===== config.mk =====
export PLATFORM = sky130hd
export DESIGN_NAME = uart_receiver_with_peripheral
export DESIGN_NICKNAME = d
export VERILOG_FILES = /design/src/rtl/uart_receiver_with_peripheral_pkg.sv /design/src/rtl/uart_receiver_with_peripheral_uart_receiver.sv /design/src/rtl/uart_receiver_with_peripheral.sv
export SDC_FILE = /design/constraint.sdc
export NUM_CORES = 1
export LEC_CHECK = 0
export ABC_AREA = 1
export BUFFER_PORTS_ARGS = -buffer_cell sky130_fd_sc_hd__clkbuf_2
export CAP_MARGIN = 15
export CORE_MARGIN = 8
export CORE_UTILIZATION = 30
export DETAILED_ROUTE_END_ITERATION = 8
export PLACE_DENSITY_LB_ADDON = 0.1
export SETUP_SLACK_MARGIN = 0.3
export SLEW_MARGIN = 20
export SYNTH_ARGS = -nofsm -noshare
export SYNTH_HDL_FRONTEND = slang
export SYNTH_SLANG_ARGS = --single-unit

===== constraint.sdc =====
create_clock -name i_clock -period 1.5 [get_ports i_clock]
set_input_delay 0.3 -clock i_clock [delete_from_list [all_inputs] [get_ports i_clock]]
set_output_delay 0.3 -clock i_clock [all_outputs]
set_load 0.02 [all_outputs]

===== src/rtl/uart_receiver_with_peripheral_pkg.sv =====
// rtl/uart_receiver_with_peripheral_pkg.sv - shared deframer states and key bit map
package uart_receiver_with_peripheral_pkg;

  // Deframer states; the transmitter-side encoder walks the same sequence.
  typedef enum logic [2:0] {
    ST_IDLE      = 3'd0,
    ST_START     = 3'd1,
    ST_DATA      = 3'd2,
    ST_STOP      = 3'd3,
    ST_WAIT_IDLE = 3'd4
  } rx_state_e;

  // Key positions inside the low nibble of a key frame.
  localparam int KEY_A_BIT = 0;
  localparam int KEY_S_BIT = 1;
  localparam int KEY_D_BIT = 2;
  localparam int KEY_W_BIT = 3;
  localparam int KEY_COUNT = 4;

  typedef struct packed {
    logic w;
    logic d;
    logic s;
    logic a;
  } keys_t;

  // Low nibble of a key frame to named key levels.
  function automatic keys_t decode_keys(input logic [KEY_COUNT-1:0] nib);
    keys_t k;
    k.a = nib[KEY_A_BIT];
    k.s = nib[KEY_S_BIT];
    k.d = nib[KEY_D_BIT];
    k.w = nib[KEY_W_BIT];
    return k;
  endfunction

  // Named key levels to the low nibble, used by the encoder side.
  function automatic logic [KEY_COUNT-1:0] encode_keys(input keys_t k);
    logic [KEY_COUNT-1:0] nib;
    nib            = '0;
    nib[KEY_A_BIT] = k.a;
    nib[KEY_S_BIT] = k.s;
    nib[KEY_D_BIT] = k.d;
    nib[KEY_W_BIT] = k.w;
    return nib;
  endfunction

endpackage


===== src/rtl/uart_receiver_with_peripheral_uart_receiver.sv =====
// rtl/uart_receiver_with_peripheral_uart_receiver.sv - 8N1-style serial deframer
module UART_receiver
  import uart_receiver_with_peripheral_pkg::*;
#(
  parameter int DATA_WIDTH          = 8,
  parameter int BIT_COUNTER_WIDTH   = 3,
  parameter int CLOCK_COUNTER_WIDTH = 9,
  parameter int CLOCKS_PER_BIT      = 434
) (
  input  logic                  i_clock,
  input  logic                  i_resetL,
  input  logic                  i_RX,
  output logic [DATA_WIDTH-1:0] o_data,
  output logic                  o_valid,
  output logic                  o_frame_error
);

  localparam logic [CLOCK_COUNTER_WIDTH-1:0] HALF_BIT =
    CLOCK_COUNTER_WIDTH'(CLOCKS_PER_BIT / 2 - 1);
  localparam logic [CLOCK_COUNTER_WIDTH-1:0] FULL_BIT =
    CLOCK_COUNTER_WIDTH'(CLOCKS_PER_BIT - 1);
  localparam logic [BIT_COUNTER_WIDTH-1:0] LAST_BIT =
    BIT_COUNTER_WIDTH'(DATA_WIDTH - 1);

  logic                           rx_meta_q;
  logic                           rx_sync_q;
  rx_state_e                      state_q;
  logic [CLOCK_COUNTER_WIDTH-1:0] clk_cnt_q;
  logic [BIT_COUNTER_WIDTH-1:0]   bit_idx_q;
  logic [DATA_WIDTH-1:0]          shift_q;
  logic [DATA_WIDTH-1:0]          data_q;
  logic                           valid_q;
  logic                           frame_error_q;

  // Two-flop synchronizer; resets to the idle-high line level.
  always_ff @(posedge i_clock or negedge i_resetL) begin
    if (!i_resetL) begin
      rx_meta_q <= 1'b1;
      rx_sync_q <= 1'b1;
    end else begin
      rx_meta_q <= i_RX;
      rx_sync_q <= rx_meta_q;
    end
  end

  // Deframing FSM with registered data, valid and frame-error outputs.
  always_ff @(posedge i_clock or negedge i_resetL) begin
    if (!i_resetL) begin
      state_q       <= ST_IDLE;
      clk_cnt_q     <= '0;
      bit_idx_q     <= '0;
      shift_q       <= '0;
      data_q        <= '0;
      valid_q       <= 1'b0;
      frame_error_q <= 1'b0;
    end else begin
      valid_q       <= 1'b0;
      frame_error_q <= 1'b0;
      case (state_q)
        ST_IDLE: begin
          clk_cnt_q <= '0;
          bit_idx_q <= '0;
          if (!rx_sync_q) state_q <= ST_START;
        end
        ST_START: begin
          // Mid-start-bit recheck rejects short glitches.
          if (clk_cnt_q == HALF_BIT) begin
            clk_cnt_q <= '0;
            state_q   <= rx_sync_q ? ST_IDLE : ST_DATA;
          end else begin
            clk_cnt_q <= clk_cnt_q + 1'b1;
          end
        end
        ST_DATA: begin
          if (clk_cnt_q == FULL_BIT) begin
            clk_cnt_q <= '0;
            shift_q   <= {rx_sync_q, shift_q[DATA_WIDTH-1:1]};
            if (bit_idx_q == LAST_BIT) begin
              bit_idx_q <= '0;
              state_q   <= ST_STOP;
            end else begin
              bit_idx_q <= bit_idx_q + 1'b1;
            end
          end else begin
            clk_cnt_q <= clk_cnt_q + 1'b1;
          end
        end
        ST_STOP: begin
          if (clk_cnt_q == FULL_BIT) begin
            clk_cnt_q <= '0;
            if (rx_sync_q) begin
              data_q  <= shift_q;
              valid_q <= 1'b1;
              state_q <= ST_IDLE;
            end else begin
              frame_error_q <= 1'b1;
              state_q       <= ST_WAIT_IDLE;
            end
          end else begin
            clk_cnt_q <= clk_cnt_q + 1'b1;
          end
        end
        ST_WAIT_IDLE: begin
          // A low stop bit may be a break; wait for the line to recover.
          clk_cnt_q <= '0;
          if (rx_sync_q) state_q <= ST_IDLE;
        end
        default: begin
          state_q   <= ST_IDLE;
          clk_cnt_q <= '0;
          bit_idx_q <= '0;
        end
      endcase
    end
  end

  assign o_data        = data_q;
  assign o_valid       = valid_q;
  assign o_frame_error = frame_error_q;

endmodule


===== src/rtl/uart_receiver_with_peripheral.sv =====
// rtl/uart_receiver_with_peripheral.sv - UART key receiver with key-hold timeout
module uart_receiver_with_peripheral
  import uart_receiver_with_peripheral_pkg::*;
#(
  parameter int DATA_WIDTH          = 8,
  parameter int BIT_COUNTER_WIDTH   = 3,
  parameter int CLOCK_COUNTER_WIDTH = 9,
  parameter int CLOCKS_PER_BIT      = 434,
  parameter int HOLD_COUNTER_WIDTH  = 22,
  parameter int CLOCKS_FOR_HOLD     = 3217994
) (
  input  logic                  i_clock,
  input  logic                  i_resetL,
  input  logic                  i_RX,
  output logic                  o_key_a,
  output logic                  o_key_s,
  output logic                  o_key_d,
  output logic                  o_key_w,
  output logic [DATA_WIDTH-1:0] o_data,
  output logic                  o_valid,
  output logic                  o_frame_error
);

  localparam logic [HOLD_COUNTER_WIDTH-1:0] HOLD_LAST =
    HOLD_COUNTER_WIDTH'(CLOCKS_FOR_HOLD - 1);

  logic [DATA_WIDTH-1:0]         rx_data;
  logic                          rx_valid;
  logic                          rx_frame_error;
  logic                          key_frame;
  keys_t                         frame_keys;
  keys_t                         keys_q;
  keys_t                         keys_d;
  keys_t                         keys_view;
  logic [HOLD_COUNTER_WIDTH-1:0] hold_cnt_q;
  logic [HOLD_COUNTER_WIDTH-1:0] hold_cnt_d;

  UART_receiver #(
    .DATA_WIDTH         (DATA_WIDTH),
    .BIT_COUNTER_WIDTH  (BIT_COUNTER_WIDTH),
    .CLOCK_COUNTER_WIDTH(CLOCK_COUNTER_WIDTH),
    .CLOCKS_PER_BIT     (CLOCKS_PER_BIT)
  ) u_rx (
    .i_clock      (i_clock),
    .i_resetL     (i_resetL),
    .i_RX         (i_RX),
    .o_data       (rx_data),
    .o_valid      (rx_valid),
    .o_frame_error(rx_frame_error)
  );

  // Only frames with an empty upper field carry key state.
  assign key_frame  = rx_valid && (rx_data[DATA_WIDTH-1:KEY_COUNT] == '0);
  assign frame_keys = decode_keys(rx_data[KEY_COUNT-1:0]);

  // Next key state: a new key frame beats a same-cycle timeout.
  always_comb begin
    keys_d     = keys_q;
    hold_cnt_d = hold_cnt_q;
    if (key_frame) begin
      keys_d     = frame_keys;
      hold_cnt_d = '0;
    end else if (keys_q != '0) begin
      if (hold_cnt_q == HOLD_LAST) begin
        keys_d     = '0;
        hold_cnt_d = '0;
      end else begin
        hold_cnt_d = hold_cnt_q + 1'b1;
      end
    end
  end

  // Key levels and hold timer; the timer idles while no key is held.
  always_ff @(posedge i_clock or negedge i_resetL) begin
    if (!i_resetL) begin
      keys_q     <= '0;
      hold_cnt_q <= '0;
    end else begin
      keys_q     <= keys_d;
      hold_cnt_q <= hold_cnt_d;
    end
  end

  // Keys show the new frame in the same cycle the valid pulse is high.
  assign keys_view = key_frame ? frame_keys : keys_q;

  assign o_key_a       = keys_view.a;
  assign o_key_s       = keys_view.s;
  assign o_key_d       = keys_view.d;
  assign o_key_w       = keys_view.w;
  assign o_data        = rx_data;
  assign o_valid       = rx_valid;
  assign o_frame_error = rx_frame_error;

endmodule


# Yosys cells after proc, flatten, opt, wreduce, memory -nomap -nowiden
# Index checks and enable logic that the tools add are counted.
word_totals:
  elab_cells: 73
  out_inout_bits: 14
  ff_bits: 61
  inputBits: 3
classes:
  n_addsub: 3
  n_mux: 28
  bitwise_logic: 1
  reduce_logical: 13
  n_eq_ne: 14
ops:
  columns: ["op", "count"]
  rows:
  - ["$mux W22", 3]
  - ["$mux W3", 9]
  - ["$add A22 B1 Y22 const B", 1]
  - ["$eq A22 B22 Y1 const B", 1]
  - ["$mux W9", 2]
  - ["$pmux W9 S2", 1]
  - ["$mux W4", 4]
  - ["$pmux W3 S5", 1]
  - ["$ne A2 B1 Y1 const B", 5]
  - ["$add A9 B1 Y9 const B", 1]
  - ["$eq A9 B8 Y1 const B", 1]
  - ["$eq A9 B9 Y1 const B", 1]
  - ["$eq A3 B2 Y1 const B", 2]
  - ["$eq A3 B3 Y1 const B", 2]
  - ["$mux W1", 6]
  - ["$pmux W3 S2", 1]
  - ["$reduce_and A2 Y1", 3]
  - ["$reduce_and A6 Y1", 1]
  - ["$logic_not A4 Y1", 1]
  - ["$reduce_bool A2 Y1", 2]
  - ["$reduce_bool A4 Y1", 1]
  - ["$add A3 B1 Y3 const B", 1]
  - ["$eq A3 B1 Y1 const B", 1]
  - ["$logic_not A3 Y1", 1]
  - ["7 further kinds", 7]

# Longest topological paths before layout
# Gate-level depths: netlist (run 1).
depth:
  word_depth: 4
  depth_mapped: 10
  depth_no_buf: 10

# Hierarchy
# A second synthesis (run 1) with hierarchy kept.
unflattened:
  hier_cells: 429
  hier_area_um2: 3390.8
by_module_without_submodules:
  columns: ["module", "cells_per_inst", "seq_area_each_um2", "n_inst", "area_each_um2"]
  rows:
  - ["uart_receiver_with_peripheral", 239, 650.6, 1, 1697.9]
  - ["UART_receiver", 190, 878.3, 1, 1692.9]

# Least setup slack after synthesis (run 1)
# No wires, ideal clock.
synth_path:
  path_type: "register -> output"
  startpoint: "register u_rx.data_q[7], in the netlist u_rx.o_data[7]"
  endpoint: "output o_key_a"
  setup_slack_ns: -0.107
  required_ns: 1.200
  stages_incl_launch_ff: 5
  arrival_time_ns: 1.307
  n_path_buf: 0
  cell_sequence: "dfrtp_1 nor2_1 nand3_2 inv_1 o21ai_0"
synth_between:
  elab_chain_len: 3
synth_lines:
  columns: ["element", "line_no", "source"]
  rows:
  - ["start, declared", "uart_receiver_with_peripheral_uart_receiver.sv:31", "logic [DATA_WIDTH-1:0] data_q;"]
  - ["start signal, assigned", "uart_receiver_with_peripheral_uart_receiver.sv:92", "data_q <= shift_q;"]
  - ["$logic_not A4 Y1", "uart_receiver_with_peripheral.sv:53", "assign key_frame = rx_valid && (rx_data[DATA_WIDTH-1:KEY_COUNT] == '0);"]
  - ["$logic_and A1 B1 Y1", "uart_receiver_with_peripheral.sv:53", null]
  - ["$mux W4", "uart_receiver_with_peripheral.sv:85", "assign keys_view = key_frame ? frame_keys : keys_q;"]
  - ["end, declared", "uart_receiver_with_peripheral.sv:15", "output logic o_key_a,"]
# No other way between the ends.

# Worst setup path after layout (run 1)
layout_path:
  startpoint: "register u_rx.data_q[7], in the netlist u_rx.o_data[7]"
  endpoint: "output o_key_d"
layout_between:
  elab_chain_len: 3
layout_lines:
  columns: ["element", "line_no", "source"]
  rows:
  - ["$logic_not A4 Y1", "uart_receiver_with_peripheral.sv:53", null]
  - ["$logic_and A1 B1 Y1", "uart_receiver_with_peripheral.sv:53", null]
  - ["$mux W4", "uart_receiver_with_peripheral.sv:85", null]
  - ["end, declared", "uart_receiver_with_peripheral.sv:17", "output logic o_key_d,"]
# No other way between the ends.

==> impl_results.md, run 1 <==
* Outcome: finished, violations left
* Failing checks: negative setup slack
* Reg2reg path depth at 9
* Drt via density at 4.54
* Cell Pwr Density at 656 nW/µm²
* RSZ-0062 raised after global routing: true
* Synth Cell Area at 3370 µm²
* Clock buffer count from CTS at 9
* Die width at 122 µm
* Multi-input gate area at 2110 µm²
* Initial Util at 31.0%
* Initial drt markers at 73
* Initial antenna violation count at 0
* Worst setup startpoint: u_rx.o_data[7]$_DFFE_PN0P_
* Leakage power at 2.50 nW
* Fin. max-slew vios at 0
* Worst r2r dst: hold_cnt_q[17]$_DFFE_PN0P_
* Critical path arrival at 1.42 ns
* Ant. Diodes at 0
* Core area at 10900 µm²
* Slew headroom at 77.2%
* Die span in y at 122 µm
* H-tree levels at 3
* Gr usage total at 12.8%
* Later-pin clock latency in the skew report at 0.35 ns
* First drt pass iteration count at 4
* VDD IR max at 0.510 mV
* Hold WC Path Type: in2reg
* Die area at 14900 µm²
* Core Util, Final at 49.4%
* Mapped Nets at 443
* P&R area growth vs syn at 59.4%
* Fillers at 1013
* Largest net degree at the start of global routing at 62
* Setup ws final at -0.223 ns
* Final ANT Viol Nets at 0
* Max_cap viols at 0
* Crit end category: primary output
* Fin crit period at 1.72 ns
* Remaining global-route overflow at 0
* Share of cells above drive strength 1 at 48.9%
* DR DRC count at 0
* Unique masters post-synth at 30
* First-pass GRT wire length at 15300 µm
* Worst setup endpoint: o_key_d
* Reg2Reg Setup Slack at -0.04 ns
* Routed vias at 3124
* Routed len/inst at 13.3 µm
* IO Pins at 17
* Rows at 38
* Layout Nets at 553
* Final HPWL DP at 5690 µm
* Register area at 1540 µm²
* Max clock buf depth at 2
* Yosys warns at 0
* Finish-stage setup viols at 8
* WS Path Type: reg2out
* Port buffer count at 16
* Final setup skew at 0.00809 ns
* Period utilization at 115%
* Slew at the pin with the worst max-slew slack at 0.342 ns
* Vias in the first global route at 3171
* CTS tree: done
* Total power at 3.53 mW
* Mapped Cells at 433
* Endpoints failing hold at 0
* Clk Tree Root Cell: clkbuf_8
* Fmax at 0.581 GHz
* Clock transition at path regs at 0.07 ns
* Placed Instances at 625
* Final Wtd Congestion at 0.783
* Setup crit start kind: register
* Drt total wl at 9120 µm
* Origin of the critical flop-to-flop path: u_rx.o_data[7]$_DFFE_PN0P_
* Post-Layout Cell Count at 688
* Worst EP required at 1.20 ns
* Clock Sinks at 61
* Synthesis-stage register bit count at 61
* Synth Area per Inst at 7.79 µm²
* Hold depth at 1
* Critical Path Fanout Max at 8
* Register area share after synthesis at 45.3%
[repair_timing]
action | 4_1_cts | 5_1_grt
cloned | 4 | 1
endpoints found under the hold margin | 59 | 0
pin swaps | 22 | 33
endpoints found under the setup margin | 71 | 73
setup buffers | 25 | 16
hold buffers | 1 | 0
gates resized for setup | 118 | 81
[cells by family after synthesis]
logic type,count (synthesis),share of synthesized area (%)
xor gates and xnor gates,4,1.04
buffers and inverters,71,9.05
adders and majority gates,7,2.60
DFF,61,45.3
and+or+nand+nor,249,33.9
AOI/OAI and AO/OA,41,8.05
[worst min path at each step]
| stage | from | endpoint | slack (ns) |
|---|---|---|---|
| 2_1_floorplan | i_resetL | hold_cnt_q[0]$_DFFE_PN0P_ | 0.004 |
| 3_3_place_gp | i_resetL | u_rx.clk_cnt_q[5]$_DFF_PN0_ | 0.35 |
| 3_5_place_dp | i_resetL | u_rx.clk_cnt_q[5]$_DFF_PN0_ | 0.35 |
| 4_1_cts | i_RX | u_rx.rx_meta_q$_DFF_PN1_ | 0.01 |
| 5_1_grt | i_RX | u_rx.rx_meta_q$_DFF_PN1_ | 0.005 |
| 6_report | i_RX | u_rx.rx_meta_q$_DFF_PN1_ | 0.02 |
[critical path: stages, from the launching register on]
cell and delay, ns:
dfrtp_2 0.43, nor2_4 0.13, nand3_4 0.11, inv_8 0.11, buf_6 0.11, o21ai_4 0.05, buf_8 0.13
[layout by cell type, fill, tap and decap left out, drive strengths merged]
master / n
a21o: 2
a21oi: 4
buf: 97
bufbuf: 1
bufinv: 3
clkbuf: 15
clkinv: 2
clkinvlp: 1
dfrtp: 59
dfstp: 2
dlygate4sd3: 1
ha: 7
inv: 64
nand2: 133
nand3: 23
nand4: 17
nor2: 68
nor3: 8
o21ai: 33
o21bai: 2
or2: 2
xnor2: 1
xor2: 3
[power breakdown]
part	internal (mW)	switching, mW
logic	0.0119	0.0366
registers	1.65	0.00341
clock network	1.15	0.677
total	2.81	0.717
[per-layer routing]
layer	global-route usage [%]	wire (µm)
met4	5.78	111
met1	16.1	4280
met2	20.6	4470
met5	0	0
met3	3.05	254
[registers in the layout, summed over array words and instances, names as in the netlist]
| name | flops |
|---|---|
| u_rx.rx_sync_q | 1 |
| u_rx.o_data | 8 |
| u_rx.shift_q | 8 |
| u_rx.o_valid | 1 |
| keys_q | 4 |
| u_rx.o_frame_error | 1 |
| u_rx.rx_meta_q | 1 |
| u_rx.state_q | 3 |
| u_rx.bit_idx_q | 3 |
| u_rx.clk_cnt_q | 9 |
| hold_cnt_q | 22 |
[cell type report]
type	count	area share [%]
clock buffer	12	2.70
sequential	61	28.6
timing repair buffer	102	19.1
timing repair inverter	1	0.140
inverter	65	5.24
tap	140	3.26
multi-input combinational	303	39.2
clock inverter	4	1.77
[through the flow]
stage / cell area (µm²) / setup TNS (ns) / setup WS, ns / hold WS [ns]
2_1_floorplan: 3500 / 0 / 0.165 / 0.00441
3_3_place_gp: 4020 / 0 / 0.00463 / 0.347
3_5_place_dp: 4020 / -0.0297 / -0.0146 / 0.348
4_1_cts: 4970 / -0.976 / -0.240 / 0.00967
5_1_grt: 5380 / -2.18 / -0.276 / 0.00472
6_report: 5380 / -0.963 / -0.223 / 0.0236
[Yosys cell counts]
library cell	instances	share of area, %
nor3_4	1	0.48
nor3_1	6	0.89
dfstp_2	2	1.6
inv_1	62	6.9
or2_2	1	0.19
nand3_1	21	3.1
dfrtp_1	59	44
o21bai_1	2	0.45
nor2_4	5	1.7
or2_0	1	0.19
nor2_2	5	0.93
o21ai_2	15	3.9
ha_1	7	2.6
nor2_1	58	6.5
nand4_1	16	3.0
nand4_2	1	0.37
a21o_1	2	0.45
xor2_1	3	0.78
nand2_1	121	13
nand2_2	7	1.3
buf_2	1	0.15
o21ai_0	17	2.5
o21ai_1	1	0.15
xnor2_1	1	0.26
nand2_4	3	1.0
buf_6	5	1.7
nand3_2	2	0.59
nor3_2	1	0.30
inv_2	3	0.33
a21oi_1	4	0.59
(Power assumes the default switching activity.)
==> run 2: changes to the inputs <==
- SETUP_SLACK_MARGIN: 0.3 -> 0.2
==> run 2 against run 1 <==
Compared with the run above: the flow still finishes with violations (negative setup slack); fmax up 2.6%; clock-buffer cell count rose by 2; sequential power barely moved; clock power shrank 31%; largest cell class unchanged; largest power group is now registers.
==> impl_results.md, run 2 (synthesized netlist as in run 1, its figures left out) <==
* IO Pins at 17 (unchanged)
* Final hold slack at 0.0402 ns (+0.0166 ns)
* Ant. Diodes at 0 (unchanged)
* Clock transition at path regs at 0.07 ns (about the same)
* Placed Instances at 618 (-1.1%)
* Die span in y at 122 µm (unchanged)
* Gr usage total at 12.8% (-0.071 points)
* First-pass GRT wire length at 15200 µm (-0.31%)
* Slowest CP cell: dfrtp_2
* DR DRC count at 0 (unchanged)
* Worst r2r dst: hold_cnt_q[20]$_DFFE_PN0P_
* Most common cell after layout, fill and taps aside: nand2_1
* Share of cells above drive strength 1 at 42.4% (-6.5 points)
* First drt pass iteration count at 4 (unchanged)
* Worst Min Path Start: i_RX
* Setup crit start kind: register
* Max_cap viols at 0 (unchanged)
* Initial drt markers at 98 (+34%)
* Origin of the critical flop-to-flop path: u_rx.o_data[5]$_DFFE_PN0P_
* Max reg flops at 22 (unchanged)
* Critical Path Fanout Max at 8 (unchanged)
* Die width at 122 µm (unchanged)
* Later-pin clock latency in the skew report at 0.34 ns (about the same)
* Largest net degree at the start of global routing at 62 (unchanged)
* Final ANT Viol Nets at 0 (unchanged)
* Max clock buf depth at 2 (unchanged)
* Routed len/inst at 13.2 µm (-0.17%)
* P&R area growth vs syn at 48.4%
* Failing checks: negative setup slack
* Initial Util at 31.0% (unchanged)
* H-tree levels at 3 (unchanged)
* CTS tree: done
* Cell Pwr Density at 591 nW/µm² (-9.8%)
* Final Wtd Congestion at 0.757 (-3.3%)
* WS Path Type: reg2out
* Finish-stage setup viols at 29 (+21)
* Clk Tree Root Cell: clkbuf_8
* Crit path largest cell delay at 0.43 ns (about the same)
* Regs by FF count: hold_cnt_q x22, u_rx.clk_cnt_q x9
* Fmax at 0.595 GHz (+2.6%)
* Largest Register: hold_cnt_q
* Port buffer count at 16 (unchanged)
* Endpoints failing hold at 0 (unchanged)
* Outcome: finished, violations left
* Clock buffer count from CTS at 9 (unchanged)
* Post-Layout Cell Count at 666 (-3.2%)
* Slew at the pin with the worst max-slew slack at 0.367 ns (+0.0255 ns)
* WP buf/inv at 2 (-1)
* Vias in the first global route at 3155 (-0.50%)
* Dpl cell area at 3940 µm² (-2.1%)
* Critical path arrival at 1.38 ns (-0.04 ns)
* RSZ-0062 raised after global routing: true
* Post-route cell area at 5000 µm² (-6.9%)
* Initial antenna violation count at 0 (unchanged)
* Final setup skew at 0.00912 ns (+0.00103 ns)
* Crit-path leading delay family: flip-flops
* Fin. max-slew vios at 0 (unchanged)
* Layout Nets at 531 (-4.0%)
* Final HPWL DP at 5660 µm (-0.59%)
* Die area at 14900 µm² (unchanged)
* Period utilization at 112% (-2.9 points)
* Core Util, Final at 46.0% (-3.4 points)
* Hold WC Path Type: in2reg
* Slew headroom at 75.5% (-1.7 points)
* Crit end category: primary output
* Drt total wl at 8810 µm (-3.4%)
* Core area at 10900 µm² (unchanged)
* Fin crit period at 1.68 ns (-0.0429 ns)
* Setup ws final at -0.180 ns (+0.0429 ns)
* Crit-path cells: nor2_4 > nand3_4 > clkinv_8 > nand2_4 > o21ai_4 > buf_8
* Reg2Reg Setup Slack at -0.16 ns (-0.12 ns)
* Worst EP required at 1.20 ns (about the same)
* Remaining global-route overflow at 0 (unchanged)
* Hold depth at 1 (unchanged)
* Routed vias at 3025 (-3.2%)
* Commonest non-fill, non-tap cells in the layout: nand2_1 (89), inv_1 (54), dfrtp_1 (51)
* Hold endpoint: u_rx.rx_meta_q$_DFF_PN1_
* Drt via density at 4.54 (about the same)
* Reg2reg path depth at 10 (+1)
* Leakage power at 2.32 nW (-7.0%)
* Clock Sinks at 61 (unchanged)
* VDD IR max at 0.468 mV (-8.3%)
* Rows at 38 (unchanged)
==> run 2: cell type report <==
class                      instances  area [µm²]
clock buffer                      14         143
clock inverter                     2        10.0
fill                            1043        5880
inverter                          65         292
multi-input combinational        304        2090
sequential                        61        1540
tap                              140         175
timing repair buffer              79         751
timing repair inverter             1        7.51
==> run 2: per-layer routing <==
metal | vias up | global-route usage [%] | wire, µm
met5 | - | 0 | 0
met3 | 10 | 3.10 | 288
met4 | 0 | 4.86 | 108
met2 | 35 | 21.3 | 4330
li1 | 1541 | - | -
met1 | 1439 | 15.6 | 4080
==> run 2: worst max-delay path by stage <==
stage	startpoint	end	slack (ns)	cells past startpoint
floorplan	u_rx.o_data[5]$_DFFE_PN0P_	o_key_s	0.16	5
global placement	u_rx.o_data[7]$_DFFE_PN0P_	o_key_d	0.01	6
detailed placement	hold_cnt_q[1]$_DFFE_PN0P_	hold_cnt_q[11]$_DFFE_PN0P_	-0.03	10
CTS	u_rx.o_data[5]$_DFFE_PN0P_	o_key_d	-0.25	6
global route	u_rx.o_data[6]$_DFFE_PN0P_	hold_cnt_q[20]$_DFFE_PN0P_	-0.26	11
finish	u_rx.o_data[5]$_DFFE_PN0P_	o_key_d	-0.18	6
==> run 2: power breakdown <==
| group | leakage (nW) | internal [mW] | switching (mW) |
|---|---|---|---|
| clock network | 0.0784 | 0.599 | 0.658 |
| registers | 0.817 | 1.65 | 0.00276 |
| logic | 1.43 | 0.0122 | 0.0380 |
| total | 2.32 | 2.26 | 0.699 |
==> run 2: what timing repair did <==
| action | 4_1_cts | 5_1_grt |
|---|---|---|
| hold endpoints to repair | 53 | 0 |
| cloned | 4 | 1 |
| endpoints found under the setup margin | 63 | 65 |
| pin swaps | 28 | 29 |
| gates resized for setup | 112 | 61 |
| hold buffers | 1 | 0 |
| buffers inserted | 19 | 7 |
==> run 2: stage by stage <==
step / total power, mW / setup slack (ns) / setup TNS [ns]
finish: 2.96 / -0.180 / -3.27
global placement: 1.73 / 0.00966 / 0
detailed placement: 1.73 / -0.0308 / -0.228
CTS: 3.01 / -0.254 / -1.14
floorplan: 1.69 / 0.165 / 0
global route: 3.09 / -0.264 / -5.71
==> run 3: changes to the inputs <==
- CORE_MARGIN: 8 -> default
==> run 3 against run 2 <==
Compared with the run above: the flow still finishes with violations (negative setup slack); sequential share of layout area is 0.68 points lower; clock power is 24% higher; core utilization is 0.93 points higher; cell area is 2.0% higher; non-clock buffer count is 12 higher; critical endpoint unchanged; largest cell class unchanged; largest power group unchanged.
==> impl_results.md, run 3 (synthesized netlist as in run 1, its figures left out) <==
* VDD IR max at 0.473 mV (+1.2%)
* Crit-path cells: nor2_4 > nand3_4 > clkinv_8 > buf_12 > o21ai_4 > buf_8
* Routed vias at 3015 (-0.33%)
* Fin crit period at 1.72 ns (+0.0410 ns)
* Fin. max-slew vios at 0 (unchanged)
* Sum Neg Setup Slack at -3.05 ns (+0.220 ns)
* Initial Util at 31.0% (unchanged)
* Vias in the first global route at 3079 (-2.4%)
* Layout Nets at 542 (+2.1%)
* Most common cell after layout, fill and taps aside: nand2_1
* WS Path Type: reg2out
* Hold WC Path Type: reg2reg
* Fmax at 0.581 GHz (-2.4%)
* Largest Register: hold_cnt_q
* Die span in y at 108 µm (-11%)
* CTS tree: done
* Final ANT Viol Nets at 0 (unchanged)
* Cell Pwr Density at 640 nW/µm² (+8.2%)
* Outcome: finished, violations left
* RSZ-0062 raised after global routing: true
* Critical path arrival at 1.42 ns (+0.04 ns)
* Final HPWL DP at 5780 µm (+2.1%)
* Final Wtd Congestion at 0.777 (+2.7%)
* Ant. Diodes at 0 (unchanged)
* Finish-stage setup viols at 29 (unchanged)
* First-pass GRT wire length at 14900 µm (-2.3%)
* Initial antenna violation count at 0 (unchanged)
* Setup ws final at -0.221 ns (-0.0410 ns)
* Clk Tree Root Cell: clkbuf_8
* Remaining global-route overflow at 0 (unchanged)
* Drt via density at 4.45 (-2.0%)
* DR DRC count at 0 (unchanged)
* Die width at 108 µm (-11%)
* Share of cells above drive strength 1 at 43.0% (+0.62 points)
* Critical Path Fanout Max at 7 (-1)
* Commonest non-fill, non-tap cells in the layout: nand2_1 (90), inv_1 (56), buf_4 (56)
* Regs by FF count: hold_cnt_q x22, u_rx.clk_cnt_q x9
* Setup crit start kind: register
* Max clock buf depth at 2 (unchanged)
* Crit end category: primary output
* Hold depth at 0 (-1)
* Worst EP required at 1.20 ns (about the same)
* Gr usage total at 16.8% (+4.0 points)
* H-tree levels at 3 (unchanged)
* Post-Layout Cell Count at 677 (+1.7%)
* Crit path largest cell delay at 0.44 ns (about the same)
* Final setup skew at 0.00821 ns (-0.000912 ns)
* Routed len/inst at 12.9 µm (-2.6%)
* P&R area growth vs syn at 51.4%
* Core area at 10900 µm² (unchanged)
* Later-pin clock latency in the skew report at 0.36 ns (+0.02 ns)
* Slowest CP cell: dfrtp_2
* Clock transition at path regs at 0.08 ns (about the same)
* Endpoints failing hold at 0 (unchanged)
* Max reg flops at 22 (unchanged)
* Port buffer count at 16 (unchanged)
* Rows at 38 (unchanged)
* Clock Sinks at 61 (unchanged)
* Initial drt markers at 95 (-3.1%)
* IO Pins at 17 (unchanged)
* Reg2reg path depth at 9 (-1)
* Clock buffer count from CTS at 9 (unchanged)
* Slew at the pin with the worst max-slew slack at 0.406 ns (+0.0390 ns)
* Worst slack, placed at -0.0114 ns (+0.0194 ns)
* Largest net degree at the start of global routing at 35 (-44%)
* Core Util, Final at 46.9% (+0.93 points)
* Placed Instances at 627 (+1.5%)
* Die area at 11700 µm² (-22%)
* Leakage power at 2.35 nW (+1.2%)
* Drt total wl at 8730 µm (-0.99%)
* Failing checks: negative setup slack
* Max_cap viols at 0 (unchanged)
* Period utilization at 115% (+2.7 points)
* First drt pass iteration count at 4 (unchanged)
* Slew headroom at 72.9% (-2.6 points)
## run 3: changes by cell type in the layout (fill, tap and decap cells not counted), moves of 4 or more
cell / previous run / this run
buf_4: 37 / 56
buf_6: 19 / 12
clkbuf_1: 5 / 0
clkbuf_2: 9 / 5
nand3_2: 7 / 3
## run 3: power by group
part	internal, mW	leakage, nW	total [mW]	switching, mW
clock	0.823	0.0991	1.56	0.741
combinational	0.0142	1.43	0.0526	0.0384
sequential	1.65	0.822	1.65	0.00294
## run 3: final timing paths
path                                                 start  slack [ns]                           to
max in group asynchronous                         i_resetL        0.53    hold_cnt_q[9]$_DFFE_PN0P_
worst min-delay path              u_rx.rx_meta_q$_DFF_PN1_        0.36     u_rx.rx_sync_q$_DFF_PN1_
min in group asynchronous                         i_resetL        0.42  u_rx.clk_cnt_q[0]$_DFF_PN0_
worst max register to register  u_rx.o_data[5]$_DFFE_PN0P_       -0.18    hold_cnt_q[8]$_DFFE_PN0P_
worst max-delay path            u_rx.o_data[5]$_DFFE_PN0P_       -0.22                      o_key_d
worst min register to register    u_rx.rx_meta_q$_DFF_PN1_        0.36     u_rx.rx_sync_q$_DFF_PN1_
## run 3: what timing repair did
item | CTS | global route
pin swaps | 24 | 21
buffers inserted | 17 | 9
endpoints found under the setup margin | 60 | 67
resized for setup | 101 | 48
cloned | 6 | 0
hold endpoints to repair | 12 | 0
hold buffers | 2 | 0
## run 3: critical path: cells and delay by family (launching register included)
family,cells,cell delay (ns)
DFF,1,0.44
buffers and inverters,3,0.33
and+or+nand+nor,2,0.25
AOI/OAI and AO/OA,1,0.05
## run 3: final cells by class
class	count	area, µm²
Timing Repair inverter	1	7.51
Fill cell	1054	5780
Clock inverter	6	71.3
Timing Repair Buffer	91	872
Clock buffer	10	138
Tap cell	140	175
Sequential cell	61	1540
Inverter	65	284
Multi-Input combinational cell	303	2020
## run 3: through the flow
step	hold WS, ns	power [mW]	instance area, µm²
after CTS	0.362	3.34	4870
after global placement	0.266	1.73	4020
after floorplan	0.00441	1.69	3480
final	0.360	3.27	5100
after detailed placement	0.265	1.73	4020
after global routing	0.369	3.41	5100
## run 3: per-layer routing
metal / GRT usage (%) / part of all wire, %
met1: 21.3 / 46
met2: 27.3 / 47
met3: 4.58 / 3.6
met4: 6.36 / 2.6
met5: 0 / 0
